`config.mk`:
```
export PLATFORM = sky130hd
export DESIGN_NAME = data_path_flat
export DESIGN_NICKNAME = d
export VERILOG_FILES = /design/src/rtl/data_path_if.sv /design/src/rtl/data_path.sv /design/src/flat_wrapper.sv
export SDC_FILE = /design/constraint.sdc
export NUM_CORES = 1
export LEC_CHECK = 0
export CAP_MARGIN = 40
export CORE_ASPECT_RATIO = 0.5
export CORE_MARGIN = 5
export CORE_UTILIZATION = 45
export CTS_BUF_LIST = sky130_fd_sc_hd__clkbuf_16
export DETAILED_ROUTE_END_ITERATION = 8
export DONT_BUFFER_PORTS = 1
export GPL_ROUTABILITY_DRIVEN = 0
export PLACE_DENSITY = 0.74
export SLEW_MARGIN = 20
export SYNTH_ARGS = -nofsm -noshare
export SYNTH_HDL_FRONTEND = slang
export SYNTH_SLANG_ARGS = --single-unit
```
`constraint.sdc`:
```
create_clock -name Clk -period 2.8 [get_ports Clk]
set_input_delay 0.28 -clock Clk [delete_from_list [all_inputs] [get_ports Clk]]
set_output_delay 0.28 -clock Clk [all_outputs]
set_load 0.01 [all_outputs]
```
`src/rtl/data_path_if.sv`:
```
// Control/memory-facing signal bundle of the teaching-computer datapath.
// DATA_PATH_SEL_CHECK_EN adds the sticky sel_error flag to the bundle.
interface data_path_if;
   // Strobes and selects are level signals sampled on the rising clock edge.
   // There is no valid/ready handshake: a strobe held high for one edge acts once.
   logic       IR_Load;
   logic       MAR_Load;
   logic       PC_Load;
   logic       PC_Inc;
   logic       A_Load;
   logic       B_Load;
   logic       CCR_Load;
   logic [2:0] ALU_Sel;
   logic [1:0] Bus1_Sel;
   logic [1:0] Bus2_Sel;
   logic [7:0] from_memory;
   logic [7:0] IR;
   logic [3:0] CCR_Result;
   logic [7:0] address;
   logic [7:0] to_memory;
`ifdef DATA_PATH_SEL_CHECK_EN
   logic       sel_error;

   modport master (
      output IR_Load, MAR_Load, PC_Load, PC_Inc, A_Load, B_Load, CCR_Load,
             ALU_Sel, Bus1_Sel, Bus2_Sel, from_memory,
      input  IR, CCR_Result, address, to_memory, sel_error
   );
   modport slave (
      input  IR_Load, MAR_Load, PC_Load, PC_Inc, A_Load, B_Load, CCR_Load,
             ALU_Sel, Bus1_Sel, Bus2_Sel, from_memory,
      output IR, CCR_Result, address, to_memory, sel_error
   );
`else
   modport master (
      output IR_Load, MAR_Load, PC_Load, PC_Inc, A_Load, B_Load, CCR_Load,
             ALU_Sel, Bus1_Sel, Bus2_Sel, from_memory,
      input  IR, CCR_Result, address, to_memory
   );
   modport slave (
      input  IR_Load, MAR_Load, PC_Load, PC_Inc, A_Load, B_Load, CCR_Load,
             ALU_Sel, Bus1_Sel, Bus2_Sel, from_memory,
      output IR, CCR_Result, address, to_memory
   );
`endif
endinterface

```
`src/rtl/data_path.sv`:
```
// 8-bit datapath: IR/MAR/PC/A/B/CCR registers, Bus1/Bus2 muxes and ALU.
// Optional DATA_PATH_SEL_CHECK_EN adds a sticky sel_error on reserved select code 11.
module data_path #(
   parameter logic [7:0] PC_RESET  = 8'h00,
   parameter logic [7:0] MAR_RESET = 8'h00
) (
   input logic        Clk,
   input logic        Reset,
   data_path_if.slave bus
);

   logic [7:0] ir_q, mar_q, pc_q, a_q, b_q;
   logic [3:0] ccr_q;
   logic [7:0] bus1, bus2;
   logic [7:0] alu_result;
   logic [3:0] alu_flags;

   always_comb begin
      bus1 = 8'h00;
      case (bus.Bus1_Sel)
         2'b00:   bus1 = pc_q;
         2'b01:   bus1 = a_q;
         2'b10:   bus1 = b_q;
         default: bus1 = 8'h00;
      endcase
   end

   always_comb begin
      bus2 = 8'h00;
      case (bus.Bus2_Sel)
         2'b00:   bus2 = alu_result;
         2'b01:   bus2 = bus1;
         2'b10:   bus2 = bus.from_memory;
         default: bus2 = 8'h00;
      endcase
   end

   // Add/sub share one 9-bit path; INC/DEC reuse it with a constant 1 operand.
   logic [7:0] opnd;
   logic [8:0] wide;
   logic       is_sub, ovf, cry;

   always_comb begin
      opnd       = b_q;
      wide       = 9'h000;
      is_sub     = 1'b0;
      ovf        = 1'b0;
      cry        = 1'b0;
      alu_result = 8'h00;
      case (bus.ALU_Sel)
         3'b000, 3'b101: begin
            opnd       = (bus.ALU_Sel == 3'b101) ? 8'h01 : b_q;
            wide       = {1'b0, bus1} + {1'b0, opnd};
            alu_result = wide[7:0];
            cry        = wide[8];
            ovf        = (bus1[7] == opnd[7]) && (alu_result[7] != bus1[7]);
         end
         3'b001, 3'b110: begin
            is_sub     = 1'b1;
            opnd       = (bus.ALU_Sel == 3'b110) ? 8'h01 : b_q;
            wide       = {1'b0, bus1} - {1'b0, opnd};
            alu_result = wide[7:0];
            cry        = wide[8];
            ovf        = (bus1[7] != opnd[7]) && (alu_result[7] != bus1[7]);
         end
         3'b010:  alu_result = bus1 & b_q;
         3'b011:  alu_result = bus1 | b_q;
         3'b100:  alu_result = bus1 ^ b_q;
         default: alu_result = ~bus1;
      endcase
      alu_flags = {alu_result[7], (alu_result == 8'h00), ovf, cry};
   end

   always_ff @(posedge Clk or negedge Reset) begin
      if (!Reset) begin
         ir_q  <= 8'h00;
         mar_q <= MAR_RESET;
         pc_q  <= PC_RESET;
         a_q   <= 8'h00;
         b_q   <= 8'h00;
         ccr_q <= 4'h0;
      end else begin
         if (bus.IR_Load)  ir_q  <= bus2;
         if (bus.MAR_Load) mar_q <= bus2;
         if (bus.A_Load)   a_q   <= bus2;
         if (bus.B_Load)   b_q   <= bus2;
         if (bus.CCR_Load) ccr_q <= alu_flags;
         // Branch load takes priority over sequential increment.
         if (bus.PC_Load)     pc_q <= bus2;
         else if (bus.PC_Inc) pc_q <= pc_q + 8'h01;
      end
   end

   assign bus.IR         = ir_q;
   assign bus.CCR_Result = ccr_q;
   assign bus.address    = mar_q;
   assign bus.to_memory  = bus1;

`ifdef DATA_PATH_SEL_CHECK_EN
   logic sel_error_q;
   always_ff @(posedge Clk or negedge Reset) begin
      if (!Reset)
         sel_error_q <= 1'b0;
      else if ((bus.Bus1_Sel == 2'b11) || (bus.Bus2_Sel == 2'b11))
         sel_error_q <= 1'b1;
   end
   assign bus.sel_error = sel_error_q;
`endif

   // is_sub only documents which arithmetic path is active.
   logic unused_ok;
   assign unused_ok = is_sub;

endmodule

```
`src/flat_wrapper.sv`:
```
// flat-port wrapper written by rule: the top's interface ports become plain ports
module data_path_flat 
#(
   parameter logic [7:0] PC_RESET  = 8'h00,
   parameter logic [7:0] MAR_RESET = 8'h00
)
  (Clk, Reset, bus_IR_Load, bus_MAR_Load, bus_PC_Load, bus_PC_Inc, bus_A_Load, bus_B_Load, bus_CCR_Load, bus_ALU_Sel, bus_Bus1_Sel, bus_Bus2_Sel, bus_from_memory, bus_IR, bus_CCR_Result, bus_address, bus_to_memory);
  data_path_if bus_i ();
  input logic Clk;
  input logic Reset;
  input wire logic [$bits(bus_i.IR_Load)-1:0] bus_IR_Load;
  input wire logic [$bits(bus_i.MAR_Load)-1:0] bus_MAR_Load;
  input wire logic [$bits(bus_i.PC_Load)-1:0] bus_PC_Load;
  input wire logic [$bits(bus_i.PC_Inc)-1:0] bus_PC_Inc;
  input wire logic [$bits(bus_i.A_Load)-1:0] bus_A_Load;
  input wire logic [$bits(bus_i.B_Load)-1:0] bus_B_Load;
  input wire logic [$bits(bus_i.CCR_Load)-1:0] bus_CCR_Load;
  input wire logic [$bits(bus_i.ALU_Sel)-1:0] bus_ALU_Sel;
  input wire logic [$bits(bus_i.Bus1_Sel)-1:0] bus_Bus1_Sel;
  input wire logic [$bits(bus_i.Bus2_Sel)-1:0] bus_Bus2_Sel;
  input wire logic [$bits(bus_i.from_memory)-1:0] bus_from_memory;
  output wire logic [$bits(bus_i.IR)-1:0] bus_IR;
  output wire logic [$bits(bus_i.CCR_Result)-1:0] bus_CCR_Result;
  output wire logic [$bits(bus_i.address)-1:0] bus_address;
  output wire logic [$bits(bus_i.to_memory)-1:0] bus_to_memory;
  assign bus_i.IR_Load = bus_IR_Load;
  assign bus_i.MAR_Load = bus_MAR_Load;
  assign bus_i.PC_Load = bus_PC_Load;
  assign bus_i.PC_Inc = bus_PC_Inc;
  assign bus_i.A_Load = bus_A_Load;
  assign bus_i.B_Load = bus_B_Load;
  assign bus_i.CCR_Load = bus_CCR_Load;
  assign bus_i.ALU_Sel = bus_ALU_Sel;
  assign bus_i.Bus1_Sel = bus_Bus1_Sel;
  assign bus_i.Bus2_Sel = bus_Bus2_Sel;
  assign bus_i.from_memory = bus_from_memory;
  assign bus_IR = bus_i.IR;
  assign bus_CCR_Result = bus_i.CCR_Result;
  assign bus_address = bus_i.address;
  assign bus_to_memory = bus_i.to_memory;
  data_path #(.PC_RESET(PC_RESET), .MAR_RESET(MAR_RESET)) u_core (.Clk(Clk), .Reset(Reset), .bus(bus_i));
endmodule
```
== Yosys cells after proc, flatten, opt, wreduce, memory -nomap -nowiden ==
Index checks and enable logic that the tools add are counted.

* Equality and inequality tests: 14
* Multiplexer cells: 9
* Reduce and logical (&&, ||, !) cells: 9
* Add/subtract/negate cells: 3
* Bitwise logic cells: 4

{| class="wikitable"
|+ Operators by type and width
! kind !! number
|-
| 8-bit case mux with 3 select lines || 2
|-
| 8-bit case mux with 5 select lines || 1
|-
| 8-bit two-way mux || 4
|-
| 8-bit by 8-bit adder with 9-bit output || 1
|-
| 3-bit equality test (second input constant) || 3
|-
| 8-bit by 8-bit subtractor with 9-bit output || 1
|-
| 8-bit by 1-bit adder with 8-bit output (second input constant) || 1
|-
| 8-bit bitwise AND || 1
|-
| 8-bit zero test || 1
|-
| 8-bit inverter || 1
|-
| 8-bit bitwise OR || 1
|-
| 8-bit XOR || 1
|-
| 3-bit by 2-bit equality test with 1-bit output (second input constant) || 2
|-
| 2-bit by 1-bit equality test with 1-bit output (second input constant) || 2
|-
| 2-bit equality test (second input constant) || 2
|-
| 2-bit zero test || 2
|-
| 1-bit case mux with 2 select lines || 2
|-
| 2-bit OR reduction || 2
|-
| 3-bit by 1-bit equality test with 1-bit output (second input constant) || 1
|-
| 3-bit zero test || 1
|-
| 1-bit != test || 3
|-
| 1-bit logical AND || 2
|-
| 2-bit nonzero test || 1
|-
| 1-bit equality test || 1
|}

* Bits of input ports: 24
* Flip-flop bits (word level): 44
* Output and inout bits: 28
* Word-level logic and storage cells: 45

== Longest topological paths before layout ==
* Depth in word-level cells: 6
* Mapped depth: 15
* Depth with buffers taken out: 14

== Worst setup path before layout ==
Ideal clock, no wire load.

* Kind: input-to-reg
* Start: in bus_Bus1_Sel[1]
* End: reg u_core.a_q[6]
* Stages: 15
* Path slack: -0.318 ns
* Required time: 2.663 ns
* Arrival time: 2.981 ns
* Path buffers: 2
* Library setup time: 0.137 ns
* Cells stage by stage: buf_2 nor2b_1 buf_6 a21oi_1 inv_1 ha_1 inv_1 fa_1 nand2b_1 a211oi_2 o21ai_1 nor3b_1 o32a_1 a221oi_2 a21oi_1

* Word-level cells in the longest chain between the ends: 5
* Elaborated cells between the ends (all ways): 12
* Those cells by class: add/sub (2); eq/ne (2); mux (3); bitwise (4); reduce/logical (1)

{| class="wikitable"
|+ Ends and longest elaborated chain
! element !! line !! RTL
|-
| from (decl) || flat_wrapper.sv:19 || <nowiki>input wire logic [$bits(bus_i.Bus1_Sel)-1:0] bus_Bus1_Sel;</nowiki>
|-
| 2-bit equality test (tied with other cells) || data_path.sv:20 || <nowiki>case (bus.Bus1_Sel)</nowiki>
|-
| 8-bit case mux with 3 select lines * || data_path.sv:20 ||
|-
| via bus_to_memory[0] || flat_wrapper.sv:25 || <nowiki>output wire logic [$bits(bus_i.to_memory)-1:0] bus_to_memory;</nowiki>
|-
| 8-bit by 8-bit subtractor with 9-bit output / 8-bit by 8-bit adder with 9-bit output (equally long branches) || data_path.sv:61, data_path.sv:53 ||
|-
| 8-bit case mux with 5 select lines * || data_path.sv:50 || <nowiki>case (bus.ALU_Sel)</nowiki>
|-
| 8-bit case mux with 3 select lines * || data_path.sv:30 || <nowiki>case (bus.Bus2_Sel)</nowiki>
|-
| to (signal assigned) || data_path.sv:85 || <nowiki>if (bus.A_Load) a_q <= bus2;</nowiki>
|-
| to (decl) || data_path.sv:12 || <nowiki>logic [7:0] ir_q, mar_q, pc_q, a_q, b_q;</nowiki>
|}

The timed path passes the listed nets; every way through them passes the cells marked *.
A chain may end at the register's enable or synchronous reset.

== Worst setup path after layout ==
* Start: reg u_core.a_q[0]
* End: reg u_core.pc_q[6]

* Word-level cells in the longest chain between the ends: 5
* Elaborated cells between the ends (all ways): 6
* Those cells by class: add/sub (2); mux (4)

{| class="wikitable"
|+ Ends and longest elaborated chain
! element !! line !! RTL
|-
| 8-bit case mux with 3 select lines * || data_path.sv:20 ||
|-
| 8-bit by 8-bit subtractor with 9-bit output / 8-bit by 8-bit adder with 9-bit output (equally long branches) || data_path.sv:61, data_path.sv:53 ||
|-
| 8-bit case mux with 5 select lines * || data_path.sv:50 ||
|-
| 8-bit case mux with 3 select lines * || data_path.sv:30 ||
|-
| 8-bit two-way mux * || data_path.sv:89 || <nowiki>if (bus.PC_Load) pc_q <= bus2;</nowiki>
|-
| to (signal assigned) || data_path.sv:89 ||
|-
| to (signal assigned) || data_path.sv:90 || <nowiki>else if (bus.PC_Inc) pc_q <= pc_q + 8'h01;</nowiki>
|-
| to (decl) || data_path.sv:12 ||
|}

Every way passes the cells marked *; elsewhere a longest branch is shown, timed or not.

==> summary.txt <==
Floorplan
  – DIE WIDTH: 137 µm
  – Core box area: 7940 µm²
  – I/O pin count: 52
  – Initial core utilization: 45.8%
  – Die area: 10100 µm²
  – Core Rows: 23
  – DIE HEIGHT: 73.6 µm

Run
  – Number of max-cap violations: 0

Detailed routing
  – Routed Antenna Nets: 0
  – DRC errors left: 0
  – Avg WL per Cell: 16.7 µm
  – Routed WL: 9.91 mm
  – DR iter-0 viols: 297
  – Routed vias: 3318
  – Via-to-Cell Ratio: 5.60
  – DRT Pass-1 Iters: 4

GRT
  – Grt total ovfl: 0
  – Initial antenna violation count: 0
  – Vias in the first global route: 3245
  – GR Util All Layers: 20.1%
  – Pin count of the biggest net entering global routing: 45
  – First-pass GRT wire length: 16.1 mm

Worst setup path
  – Worst setup endpoint: u_core.pc_q[6]$_DFFE_PN0P_
  – R2R Path End: u_core.pc_q[6]$_DFFE_PN0P_
  – Worst r2r path cells: 15
  – Critical Path Source: u_core.a_q[0]$_DFFE_PN0P_
  – CP endpoint kind: register
  – Required time worst endpoint: 2.98 ns
  – R2r setup slk: -0.01 ns
  – Reg-to-reg startpoint: u_core.a_q[0]$_DFFE_PN0P_
  – CP Launch Type: register
  – CP Data Arrival Time: 2.99 ns
  – Crit-path max FO: 5
  – Crit Path Class: register to register

STA
  – Final WS setup: -0.0129 ns
  – Worst-Margin Slew: 0.633 ns
  – RSZ-0062 raised after global routing: true
  – Hold_ws: 0.0598 ns
  – Slew headroom: 57.7%
  – Max Clock Freq: 356 MHz
  – Post-route minimum period: 2.81 ns
  – Final Hold Fails: 0
  – Clock skew: 0.00613 ns
  – Final Setup Violations: 3
  – Final Slew Violations: 0
  – Crit share post-route: 100%
  – Setup TNS: -0.0210 ns

Clock network
  – CTS tree: done
  – Clock buffer depth: 2
  – Clock-pin transition on the worst setup and hold timing paths: 0.06 ns
  – Number of buffers created by CTS: 5
  – H-tree depth: 2
  – Root buf cell: clkbuf_16
  – Worst-Skew Late Latency: 0.29 ns
  – CTS sink cnt: 44

Worst hold path
  – Hold WC Path Type: input port to register
  – HP Start: bus_IR_Load

Synth
  – Syn nets: 504
  – Top cells by count, synth: nor2_1 (69), a21oi_1 (60), dfrtp_1 (44)
  – Post-synth top area share: 30.3%
  – Sequential share of the synthesized area: 30.3%
  – Post-synth top flop: dfrtp_1
  – Async set-reset flop share out of synthesis: 100%
  – Distinct cell type count after synthesis: 63
  – #FFs+latches synth: 44
  – Area leader, netlist: dfrtp_1
  – Post-Syn Area: 3640 µm²
  – Post-synthesis area per instance: 8.19 µm²
  – Most common cell in the netlist: nor2_1
  – Mapped Cells: 444
  – Top post-synthesis cells by area: dfrtp_1 (30%), ha_1 (12%), a21oi_1 (8.3%)
  – Number of flops mapped to enable cells by yosys: 0
  – Yosys warns: 0

Run status
  – Failing checks: setup timing
  – Status: finished with violations

Layout
  – Layout cells sized above 1: 28.9%
  – # nets final: 540
  – Number of diodes: 0
  – Area Growth Syn to Fin: 24.6%

Placement
  – DP HPWL: 7.39 mm
  – Port Buffer Count: 0

Power and ir drop
  – Power per cell area: 590 nW/µm²
  – LEAKAGE: 2.04 nW
  – VDD IR-drop max: 0.274 mV
## cell type report
class | instances | area (µm²)
fillers | 694 | 3410
multi-input cells | 347 | 2610
well taps | 112 | 140
inverters | 27 | 101
flip-flops and latches | 44 | 1100
clock inverters | 3 | 18.8
repair buffers | 55 | 432
clock buffers | 5 | 125
## critical path: stages (launching register included)
cell and delay [ns]:
dfrtp_1 0.34, mux2i_1 0.08, nor2_2 0.15, a21oi_4 0.06, inv_2 0.09, ha_4 0.13, inv_2 0.03, fa_2 0.33
nand2b_4 0.15, a211oi_2 0.22, o21ai_1 0.10, nor3b_2 0.16, o32a_1 0.33, a221oi_2 0.27, buf_4 0.19, a21oi_1 0.06
## what timing repair did
action                     in CTS  in global routing
pin swaps                       5                 13
hold endpoints to repair       44                  0
setup endpoints to repair      16                 35
setup buffers                   5                  6
hold buffers                    2                  0
resized for setup              21                 39
## worst min-delay path by stage
stage | to | slack, ns | cells after the start
final | u_core.bus.IR[7]$_DFFE_PN0P_ | 0.06 | 1
after global routing | u_core.bus.IR[7]$_DFFE_PN0P_ | 0.05 | 1
after CTS | u_core.bus.address[6]$_DFFE_PN0P_ | 0.06 | 1
after detailed placement | u_core.bus.CCR_Result[0]$_DFFE_PN0P_ | -0.01 | 0
after global placement | u_core.bus.CCR_Result[1]$_DFFE_PN0P_ | -0.01 | 0
after floorplan | u_core.a_q[0]$_DFFE_PN0P_ | -0.02 | 0
## metal layers
| metal | track usage (%) | routed length [µm] | up-vias |
|---|---|---|---|
| li1 | - | - | 1625 |
| met1 | 26.9 | 4520 | 1594 |
| met2 | 33.6 | 4610 | 85 |
| met3 | 4.17 | 659 | 14 |
| met4 | 5.09 | 128 | 0 |
| met5 | 0 | 0 | - |
## cell usage in the layout (no fill, tap or decap), drive strengths merged, types with 8 or more instances in the layout
master  count
xnor2      10
dfrtp      44
nor2       69
inv        27
nand2b      8
mux2i      12
ha         34
o21ai      25
a21o        9
nand2      33
buf        54
a21oi      61
## state kept, by name, summed over array words and instances, names as in the netlist
| register | flops |
|---|---|
| u_core.pc_q | 8 |
| u_core.bus.CCR_Result | 4 |
| u_core.a_q | 8 |
| u_core.b_q | 8 |
| u_core.bus.IR | 8 |
| u_core.bus.address | 8 |
## logic make-up after synthesis
family                     share of synthesized area [%]
adders and majority gates                           12.8
AOI/OAI and AO/OA                                   24.2
xor gates and xnor gates                            3.82
buffers and inverters                               6.78
DFF                                                 30.3
muxes                                               3.30
and+or+nand+nor                                     18.8
## where the power goes
part           switching, mW  internal [mW]  leakage [nW]  total (mW)
Clock                  0.238          0.328        0.0736       0.566
Combinational          0.666          0.621          1.45        1.29
Sequential            0.0901          0.730         0.512       0.820
## metrics by stage
step	setup WS, ns	power, mW	utilization, %	cell area (µm²)	cells
after CTS	-0.0414	2.54	54.4	4320	587
after global routing	-0.126	2.85	57.1	4530	593
after floorplan	-0.0642	1.58	-	3720	444
after detailed placement	-0.166	1.88	50.6	4020	572
after global placement	-0.0791	1.85	50.6	4020	572
final	-0.0129	2.67	57.1	4530	593
No activity file was read; power rests on OpenSTA's default activity.
